<file path="src/rtl/dart_sched_pkg.sv">
// Shared types and helpers for the ready/urgent round-robin scheduler.
package dart_sched_pkg;

  // Scheduler FSM: idle, or one requester owns the resource.
  typedef enum logic {
    StIdle  = 1'b0,
    StGrant = 1'b1
  } sched_state_e;

  // Ceiling log2, with a minimum of 1 so that vectors are never zero width.
  function automatic int unsigned clog2(input int unsigned value);
    int unsigned result;
    result = 1;
    for (int unsigned i = 1; i < 32; i++) begin
      if ((32'd1 << i) < value) begin
        result = i + 1;
      end
    end
    return result;
  endfunction

  // Binary index of a one-hot vector; returns 0 for an all-zero input.
  function automatic int unsigned onehot_to_index(input logic [63:0] onehot);
    int unsigned index;
    index = 0;
    for (int unsigned i = 0; i < 64; i++) begin
      if (onehot[i]) begin
        index = index | i;
      end
    end
    return index;
  endfunction

endpackage

</file>
<file path="src/rtl/rr_pick.sv">
// Combinational round-robin picker: first set request at or above the pointer,
// wrapping past N-1 back to 0.
module rr_pick
  import dart_sched_pkg::*;
#(
  parameter int unsigned N = 4,
  localparam int unsigned IW = clog2(N)
) (
  input  logic [N-1:0]  i_req,
  input  logic [IW-1:0] i_ptr,
  output logic [N-1:0]  o_gnt,
  output logic          o_any
);

  logic w_hit;

  // Two passes: indices at/above the pointer first, then the wrapped-around ones.
  always_comb begin
    o_gnt = '0;
    w_hit = 1'b0;
    for (int i = 0; i < N; i++) begin
      if (!w_hit && i_req[i] && (i >= int'(i_ptr))) begin
        o_gnt[i] = 1'b1;
        w_hit    = 1'b1;
      end
    end
    for (int i = 0; i < N; i++) begin
      if (!w_hit && i_req[i]) begin
        o_gnt[i] = 1'b1;
        w_hit    = 1'b1;
      end
    end
  end

  assign o_any = |i_req;

endmodule

</file>
<file path="src/rtl/sched_ready_rr.sv">
// Registered fair scheduler for one shared resource: urgent class beats normal
// class, each class has its own round-robin pointer, long-waiting normal
// requesters are promoted to urgent, and a grant is held until released.
module sched_ready_rr
  import dart_sched_pkg::*;
#(
  parameter int unsigned N            = 4,
  parameter int unsigned STARVE_LIMIT = 8,
  localparam int unsigned IW = clog2(N),
  localparam int unsigned CW = clog2(STARVE_LIMIT + 1)
) (
  input  logic          i_clock,
  input  logic          i_reset,
  input  logic [N-1:0]  i_ready,
  input  logic [N-1:0]  i_ready_urgent,
  input  logic          i_release,
  output logic [N-1:0]  o_sel,
  output logic          o_sel_valid,
  output logic          o_sel_urgent,
  output logic [IW-1:0] o_sel_index,
  output logic [N-1:0]  o_promoted
);

  sched_state_e  r_state, w_state_d;
  logic [N-1:0]  r_sel, w_sel_d;
  logic          r_sel_urgent, w_sel_urgent_d;
  logic [IW-1:0] r_sel_index, w_sel_index_d;
  logic [IW-1:0] r_urg_ptr, w_urg_ptr_d;
  logic [IW-1:0] r_norm_ptr, w_norm_ptr_d;
  logic [CW-1:0] r_cnt [N];

  logic [N-1:0]  w_req, w_eu, w_promoted;
  logic [N-1:0]  w_gnt_urg, w_gnt_norm, w_win;
  logic          w_any_urg, w_any_norm;
  logic          w_event;
  logic [IW-1:0] w_win_index, w_win_next;

  assign w_req = i_ready | i_ready_urgent;
  assign w_eu  = i_ready_urgent | (w_req & w_promoted);

  // A counter sitting at the limit marks its requester as promoted.
  always_comb begin
    w_promoted = '0;
    for (int i = 0; i < N; i++) begin
      w_promoted[i] = (r_cnt[i] == CW'(STARVE_LIMIT));
    end
  end

  rr_pick #(.N(N)) u_pick_urg (
    .i_req (w_eu),
    .i_ptr (r_urg_ptr),
    .o_gnt (w_gnt_urg),
    .o_any (w_any_urg)
  );

  rr_pick #(.N(N)) u_pick_norm (
    .i_req (w_req),
    .i_ptr (r_norm_ptr),
    .o_gnt (w_gnt_norm),
    .o_any (w_any_norm)
  );

  assign w_win       = w_any_urg ? w_gnt_urg : w_gnt_norm;
  assign w_win_index = IW'(onehot_to_index(64'(w_win)));
  assign w_win_next  = (w_win_index == IW'(N - 1)) ? '0 : w_win_index + IW'(1);

  // Arbitrate from idle on any request, or when the holder releases or drops its request.
  assign w_event = (r_state == StIdle) ? (|w_req)
                                       : (i_release || ((w_req & r_sel) == '0));

  // Next-state and next-grant selection; everything holds between events.
  always_comb begin
    w_state_d      = r_state;
    w_sel_d        = r_sel;
    w_sel_urgent_d = r_sel_urgent;
    w_sel_index_d  = r_sel_index;
    w_urg_ptr_d    = r_urg_ptr;
    w_norm_ptr_d   = r_norm_ptr;
    if (w_event) begin
      if (w_any_norm) begin
        w_state_d      = StGrant;
        w_sel_d        = w_win;
        w_sel_urgent_d = w_any_urg;
        w_sel_index_d  = w_win_index;
        if (w_any_urg) begin
          w_urg_ptr_d = w_win_next;
        end else begin
          w_norm_ptr_d = w_win_next;
        end
      end else begin
        w_state_d      = StIdle;
        w_sel_d        = '0;
        w_sel_urgent_d = 1'b0;
        w_sel_index_d  = '0;
      end
    end
  end

  // Grant, pointer and FSM state registers.
  always_ff @(posedge i_clock or posedge i_reset) begin
    if (i_reset) begin
      r_state      <= StIdle;
      r_sel        <= '0;
      r_sel_urgent <= 1'b0;
      r_sel_index  <= '0;
      r_urg_ptr    <= '0;
      r_norm_ptr   <= '0;
    end else begin
      r_state      <= w_state_d;
      r_sel        <= w_sel_d;
      r_sel_urgent <= w_sel_urgent_d;
      r_sel_index  <= w_sel_index_d;
      r_urg_ptr    <= w_urg_ptr_d;
      r_norm_ptr   <= w_norm_ptr_d;
    end
  end

  // Starvation counters: count lost events while requesting, clear on win or idle requester.
  always_ff @(posedge i_clock or posedge i_reset) begin
    if (i_reset) begin
      for (int i = 0; i < N; i++) begin
        r_cnt[i] <= '0;
      end
    end else begin
      for (int i = 0; i < N; i++) begin
        if (!w_req[i]) begin
          r_cnt[i] <= '0;
        end else if (w_event) begin
          if (w_win[i]) begin
            r_cnt[i] <= '0;
          end else if (r_cnt[i] != CW'(STARVE_LIMIT)) begin
            r_cnt[i] <= r_cnt[i] + CW'(1);
          end
        end
      end
    end
  end

  assign o_sel        = r_sel;
  assign o_sel_valid  = (r_state == StGrant);
  assign o_sel_urgent = r_sel_urgent;
  assign o_sel_index  = r_sel_index;
  assign o_promoted   = w_promoted;

endmodule

</file>
<file path="config.mk">
export PLATFORM = sky130hd
export DESIGN_NAME = sched_ready_rr
export DESIGN_NICKNAME = d
export VERILOG_FILES = /design/src/rtl/dart_sched_pkg.sv /design/src/rtl/rr_pick.sv /design/src/rtl/sched_ready_rr.sv
export SDC_FILE = /design/constraint.sdc
export NUM_CORES = 1
export LEC_CHECK = 0
export ABC_AREA = 1
export BUFFER_PORTS_ARGS = -buffer_cell sky130_fd_sc_hd__buf_2
export CAP_MARGIN = 20
export CORE_AREA = 3 3 77 65
export DETAILED_ROUTE_END_ITERATION = 12
export DIE_AREA = 0 0 80 68
export PLACE_DENSITY = 0.59
export SYNTH_ARGS = -nofsm -noshare
export SYNTH_HDL_FRONTEND = slang
export SYNTH_SLANG_ARGS = --single-unit
</file>
<file path="constraint.sdc">
create_clock -name i_clock -period 3 [get_ports i_clock]
set_input_delay 0.15 -clock i_clock [delete_from_list [all_inputs] [get_ports i_clock]]
set_output_delay 0.15 -clock i_clock [all_outputs]
set_load 0.02 [all_outputs]
</file>
==> key figures, run 1 <==
Critical path
  – Sort of element at the start of the critical path: flop
  – Maximum fanout encountered on the critical timing path: 5
  – Critical path required time: 3.22 ns
  – CP max-delay cell: dfrtp_1
  – Worst path arrival time: 2.31 ns
  – Worst Path Buf+Inv: 2
  – CP Class: reg -> reg
  – Crit. End Element: flop
  – Stage delay of the slowest cell on the critical path: 0.44 ns
  – Cell family with the largest share of critical-path delay: simple AND/OR/NAND/NOR gates
  – Cell-by-cell trace of the critical path: inv_1 > ha_1 > nand3_1 > a21oi_1 > nor2_1 > nand2_2 > inv_2 > nand2_2 > nand3_2 > nor2_1 > nand4_1 > nand2_1

Die
  – Area of the placeable core: 4200 um2
  – Top-level port count: 23
  – Starting density of the core: 0.444
  – Overall die width: 80 um
  – Total die area: 5440 um2
  – Die Ht: 68 um
  – Number of core rows: 21

CTS
  – Clock tree root driver cell: clkbuf_8
  – Sink count of the clock tree: 28
  – TritonCTS buffer count: 3
  – Maximum clock path buffer count: 2
  – Maximum level of the CTS H-tree: 1
  – Clk slew on worst S/H paths: 0.10 ns
  – Gates resized, CTS repair: 0
  – Clock latency on the worst-skew pair: 0.28 ns
  – CTS tree: done

Timing
  – Slew Limit Headroom: 0.668
  – Number of max-slew violations in the final report: 0
  – Post-route setup TNS: 0 ns
  – Final critical path time including I/O delays and setup: 2.08 ns
  – Share of the clock period used by the worst path after layout: 0.695
  – Hold Fails Final Rpt: 0
  – Top achievable clock speed: 480 MHz
  – Unrepaired setup endpoints after global routing: false
  – Final WS setup: 0.916 ns
  – Worst clock skew on the final layout: 0.00306 ns
  – Slew at the pin closest to its max-slew limit: 0.497 ns
  – Endpoints failing setup: 0

Pwr
  – Power Dens Cells: 786 nW/um2
  – Switching share of power: 0.432
  – Switching Power: 0.723 mW
  – Leak: 1.21 nW
  – Peak supply drop: 0.364 mV
  – Sequential share of power: 0.380
  – Logic pwr share: 0.438
  – Internal portion of total power: 0.949 mW
  – Clock power frac: 0.182
  – Overall power after layout: 1.67 mW

Yosys
  – Synthesized instance count: 249
  – Share of the synthesized area in the top cell type: 0.375
  – Post-synthesis net count: 268
  – Predominant post-synthesis flop cell: dfrtp_1
  – Dominant cells by area after synthesis: dfrtp_1 38%, nand2_1 12%, nand3_1 9.6%, inv_1 6.0%, ha_1 5.4%
  – Total number of yosys warnings: 0
  – Netlist area before placement: 1870 um2
  – Sequential cell area fraction in the yosys report: 0.375
  – Ys async rst share: 1.00
  – Most numerous cell types in the synthesized netlist: 59 x nand2_1, 36 x nand3_1, 30 x inv_1
  – Count leader, synth: nand2_1
  – Synthesized area per cell: 7.50 um2
  – Flip-flop and latch count after synthesis: 28
  – Number of enable-type register cells in the synthesized netlist: 0
  – Area leader, netlist: dfrtp_1
  – Number of distinct library cell variants in the gate-level netlist after synthesis: 28

Job
  – Max-cap violations: 0

Final layout
  – P&R area growth vs syn: 13.9%
  – # fillers: 401
  – Utilization of the core after routing: 0.506
  – Net count, final: 295
  – Layout cell share with drive strength beyond 1: 0.196
  – Final instance count without filler cells: 332
  – Ant diodes: 0

Routing
  – Via density per instance: 5.01
  – Violation count after the first detailed-routing iteration: 120
  – Total iterations of the first detailed-routing run: 4
  – Via count of the routed design: 1662
  – Drt total wl: 4.09 mm
  – Routed length per placed instance: 12.3 um
  – DRC: 0
  – Antenna-violating nets left: 0

Placement
  – Gpl congestion: 0.808
  – Pre-CTS worst setup slack: 0.818 ns
  – Final HPWL DP: 3.15 mm
  – Input/output buffers: 22
  – Placed cells: 327

Status
  – Outcome: finished, final reports clean

GRT
  – Congestion Overflow GR: 0
  – Maximum number of pins on one net before global-route repair: 29
  – Tot GR Track Use: 0.171
  – Wire length of the first global-routing pass: 7.31 mm
  – Via count of the first global-routing pass: 1578
  – Antenna violations before repair: 0

Worst hold path
  – Type of the tightest min-delay check: in -> reg
==> metal layers <==
metal	wire (um)	global-route usage	vias to the layer above	share of wire
met2	1730	0.274	35	0.42
met3	226	0.0355	2	0.055
met5	0	0	-	0
li1	-	-	865	-
met4	24	0.0253	0	0.0059
met1	2100	0.244	760	0.51
==> path summary, 6_finish.rpt <==
path,from,to,slack [ns],cells after the start
hold / removal,i_ready[1],o_sel_valid$_DFFE_PP0P_,0.23,3
max in group asynchronous,i_reset,r_cnt[10]$_DFFE_PP0P_,2.26,4
setup reg to reg,r_cnt[8]$_DFFE_PP0P_,r_cnt[6]$_DFFE_PP0P_,0.92,12
setup / recovery,r_cnt[8]$_DFFE_PP0P_,r_cnt[6]$_DFFE_PP0P_,0.92,12
min in group asynchronous,i_reset,o_sel_index[1]$_DFFE_PP0P_,0.47,4
hold reg to reg,o_sel_urgent$_DFFE_PP0P_,o_sel_urgent$_DFFE_PP0P_,0.49,2
==> area by class of cell <==
type                    instances  area, um2  area share
clock buffers                   3       41.3      0.0194
repair buffers                 24        128      0.0600
clock inverters                 1       30.0      0.0141
inverters                      38        143      0.0670
multi-input cells             181       1010       0.477
flip-flops and latches         28        701       0.329
well taps                      57       71.3      0.0335
==> placed cells by master (no fill, tap or decap), drive strengths merged <==
cell	count
dlygate4sd3	1
nor2	28
inv	37
o21ai	8
xor2	7
nand3b	1
a22oi	2
nand4	15
xnor2	1
bufinv	1
a21oi	6
ha	8
buf	23
clkinv	1
nand2	63
a21o	1
o21bai	1
dfrtp	28
nand3	39
a21boi	1
clkbuf	3
==> worst min-delay path, stage by stage <==
cell	delay (ns)
buf_2	0.11
nor2_4	0.05
nand4_1	0.15
==> through the flow <==
step | hold slack (ns) | cell area (um2)
5_1_grt | 0.245 | 2130
2_1_floorplan | 0.215 | 1870
6_report | 0.232 | 2130
4_1_cts | 0.225 | 2130
3_3_place_gp | 0.242 | 2050
3_5_place_dp | 0.244 | 2050
==> logic make-up after synthesis <==
family,count (synthesis),synth area share
compound gates,19,0.0717
xor+xnor,8,0.0375
fa+ha+maj,8,0.0536
buf+inv,40,0.0817
flops,28,0.375
simple gates,146,0.380
==> power groups by stage <==
stage	sequential (mW)	clock (mW)	combinational, mW
2_1_floorplan	0.665	0	0.523
3_3_place_gp	0.646	0	0.738
3_5_place_dp	0.644	0	0.738
4_1_cts	0.636	0.317	0.743
5_1_grt	0.659	0.330	0.844
6_report	0.636	0.304	0.732
==> what timing repair did <==
action                                 4_1_cts  5_1_grt
hold buffers                                 1        0
setup endpoints to repair                    0        0
endpoints found under the hold margin       28        0
buffers inserted                             0        0
==> state kept, by name, indices dropped and copies added, names as in the netlist <==
| name | count |
|---|---|
| r_urg_ptr | 2 |
| o_sel | 4 |
| o_sel_index | 2 |
| o_sel_valid | 1 |
| o_sel_urgent | 1 |
| r_cnt | 16 |
| r_norm_ptr | 2 |
No activity file was read; power rests on OpenSTA's default activity.
==> run 2, diff against run 1 <==
PLACE_DENSITY = 0.61   (was 0.59)
clock period = 1.7 ns   (was 3 ns; I/O delays follow)
==> run 2 against run 1 <==
Against the previous run: clock skew increased by 0.0017 ns; final area increased by 35%; non-clock buffer count increased by 40; die area unchanged; total power increased by 130%; the flow now finishes with violations (setup timing).
==> key figures, run 2 (synthesized netlist as in run 1, its figures left out) <==
Status
  – Outcome: complete, but fails checks
  – Failing checks: setup timing

CTS
  – Maximum clock path buffer count: 2
  – Sink count of the clock tree: 28
  – Clock tree root driver cell: clkbuf_8
  – Clock latency on the worst-skew pair: 0.28 ns
  – Clk slew on worst S/H paths: 0.10 ns
  – Maximum level of the CTS H-tree: 1
  – TritonCTS buffer count: 3
  – CTS tree: done

Timing
  – Share of the clock period used by the worst path after layout: 1.05
  – Unrepaired setup endpoints after global routing: true
  – Final critical path time including I/O delays and setup: 1.79 ns
  – Slew at the pin closest to its max-slew limit: 0.371 ns
  – Endpoints failing setup: 12
  – Top achievable clock speed: 560 MHz
  – Post-route setup TNS: -0.431 ns
  – Final WS setup: -0.0870 ns
  – Worst clock skew on the final layout: 0.00478 ns
  – Number of max-slew violations in the final report: 0
  – Slew Limit Headroom: 0.753
  – Hold Fails Final Rpt: 0

Routing
  – Drt total wl: 5.05 mm
  – Via count of the routed design: 1851
  – Total iterations of the first detailed-routing run: 4
  – Routed length per placed instance: 13.6 um
  – Via density per instance: 4.98
  – Antenna-violating nets left: 0
  – DRC: 0
  – Violation count after the first detailed-routing iteration: 92

Worst hold path
  – Hold Path Stages: 3
  – Type of the tightest min-delay check: in -> reg

Critical path
  – Critical path required time: 1.93 ns
  – CP max-delay cell: dfrtp_1
  – CP Class: reg -> reg
  – Sort of element at the start of the critical path: flop
  – Worst path arrival time: 2.02 ns
  – Crit. End Element: flop
  – Cell-by-cell trace of the critical path: inv_2 > ha_4 > nand3_4 > nand2_2 > nand3_2 > buf_6 > nand4_1 > buf_4 > nand4_4 > nand2_4 > nand3_1 > nand2_1
  – Stage delay of the slowest cell on the critical path: 0.41 ns
  – Depth of the most critical reg-to-reg path: 12
  – Maximum fanout encountered on the critical timing path: 5

Pwr
  – Switching share of power: 0.435
  – Sequential share of power: 0.280
  – Leak: 1.48 nW
  – Power Dens Cells: 1350 nW/um2
  – Logic pwr share: 0.578
  – Internal portion of total power: 2.18 mW
  – Switching Power: 1.68 mW
  – Overall power after layout: 3.86 mW
  – Clock power frac: 0.142
  – Peak supply drop: 0.776 mV

Final layout
  – Ant diodes: 0
  – Total area of sequential cells: 701 um2
  – Commonest non-fill, non-tap cell in the layout: nand2_1
  – Area taken by multi-input logic gates: 1410 um2
  – P&R area growth vs syn: 53.4%
  – # fillers: 337
  – Net count, final: 335
  – Final instance count without filler cells: 372
  – Layout cell share with drive strength beyond 1: 0.498
  – Number of flip-flops under the largest register name: 16
  – Commonest non-fill, non-tap cells in the layout: 40 x nand2_1, 35 x buf_4, 28 x dfrtp_1
  – Register with the highest flop count: r_cnt

Job
  – Max-cap violations: 0

GRT
  – Antenna violations before repair: 0
  – Maximum number of pins on one net before global-route repair: 29
  – Via count of the first global-routing pass: 1729
  – Congestion Overflow GR: 0
  – Tot GR Track Use: 0.192
  – Wire length of the first global-routing pass: 8.02 mm

Die
  – Die Ht: 68 um
  – Total die area: 5440 um2
  – Number of core rows: 21
  – Overall die width: 80 um
  – Area of the placeable core: 4200 um2
  – Top-level port count: 23
  – Starting density of the core: 0.444

Placement
  – Placed cells: 356
  – Final HPWL DP: 3.38 mm
  – Input/output buffers: 22
  – Gpl congestion: 0.880
  – Pre-CTS worst setup slack: -0.157 ns
-- run 2: what timing repair did --
action	in CTS	in global routing
buffers inserted	6	5
endpoints found under the setup margin	25	26
hold endpoints to repair	28	0
hold buffers	1	0
resized for setup	62	39
pin swaps	24	36
cloned	0	0
-- run 2: worst max-delay path: cells and delay by family (launching register included) --
family,cells,cell delay [ns]
simple gates,8,0.83
fa+ha+maj,1,0.13
flops,1,0.41
buf+inv,3,0.37
-- run 2: area by class of cell --
cell class	count	area share
multi-input combinational	181	0.491
clock inverter	1	0.0105
sequential	28	0.245
inverter	38	0.0520
timing repair buffer	64	0.162
tap	57	0.0249
clock buffer	3	0.0144
-- run 2: metrics by stage --
stage	instance area, um2	hold slack [ns]	utilization
2_1_floorplan	1870	0.150	-
3_3_place_gp	2280	0.174	0.543
3_5_place_dp	2280	0.175	0.543
4_1_cts	2680	0.149	0.637
5_1_grt	2870	0.164	0.682
6_report	2870	0.153	0.682
-- run 2: per-layer routing --
layer / global-route usage / routed length, um
met2: 0.310 / 2380
met4: 0.0401 / 40
met1: 0.269 / 2510
met3: 0.0395 / 118
met5: 0 / 0
-- run 2: worst paths after layout --
kind / startpoint / to / slack [ns]
max reg2reg: r_cnt[13]$_DFFE_PP0P_ / r_cnt[5]$_DFFE_PP0P_ / -0.09
min: i_ready[3] / o_sel_valid$_DFFE_PP0P_ / 0.15
min reg2reg: o_sel_urgent$_DFFE_PP0P_ / o_sel_urgent$_DFFE_PP0P_ / 0.50
max: r_cnt[13]$_DFFE_PP0P_ / r_cnt[5]$_DFFE_PP0P_ / -0.09
min in group asynchronous: i_reset / o_sel[0]$_DFFE_PP0P_ / 0.40
max in group asynchronous: i_reset / r_cnt[8]$_DFFE_PP0P_ / 1.03
-- run 2: power by group through the flow --
stage | sequential, mW | clock (mW) | combinational, mW
2_1_floorplan | 1.17 | 0 | 0.930
3_3_place_gp | 1.07 | 0 | 1.65
3_5_place_dp | 1.08 | 0 | 1.64
4_1_cts | 1.08 | 0.559 | 1.98
5_1_grt | 1.11 | 0.587 | 2.47
6_report | 1.08 | 0.547 | 2.23
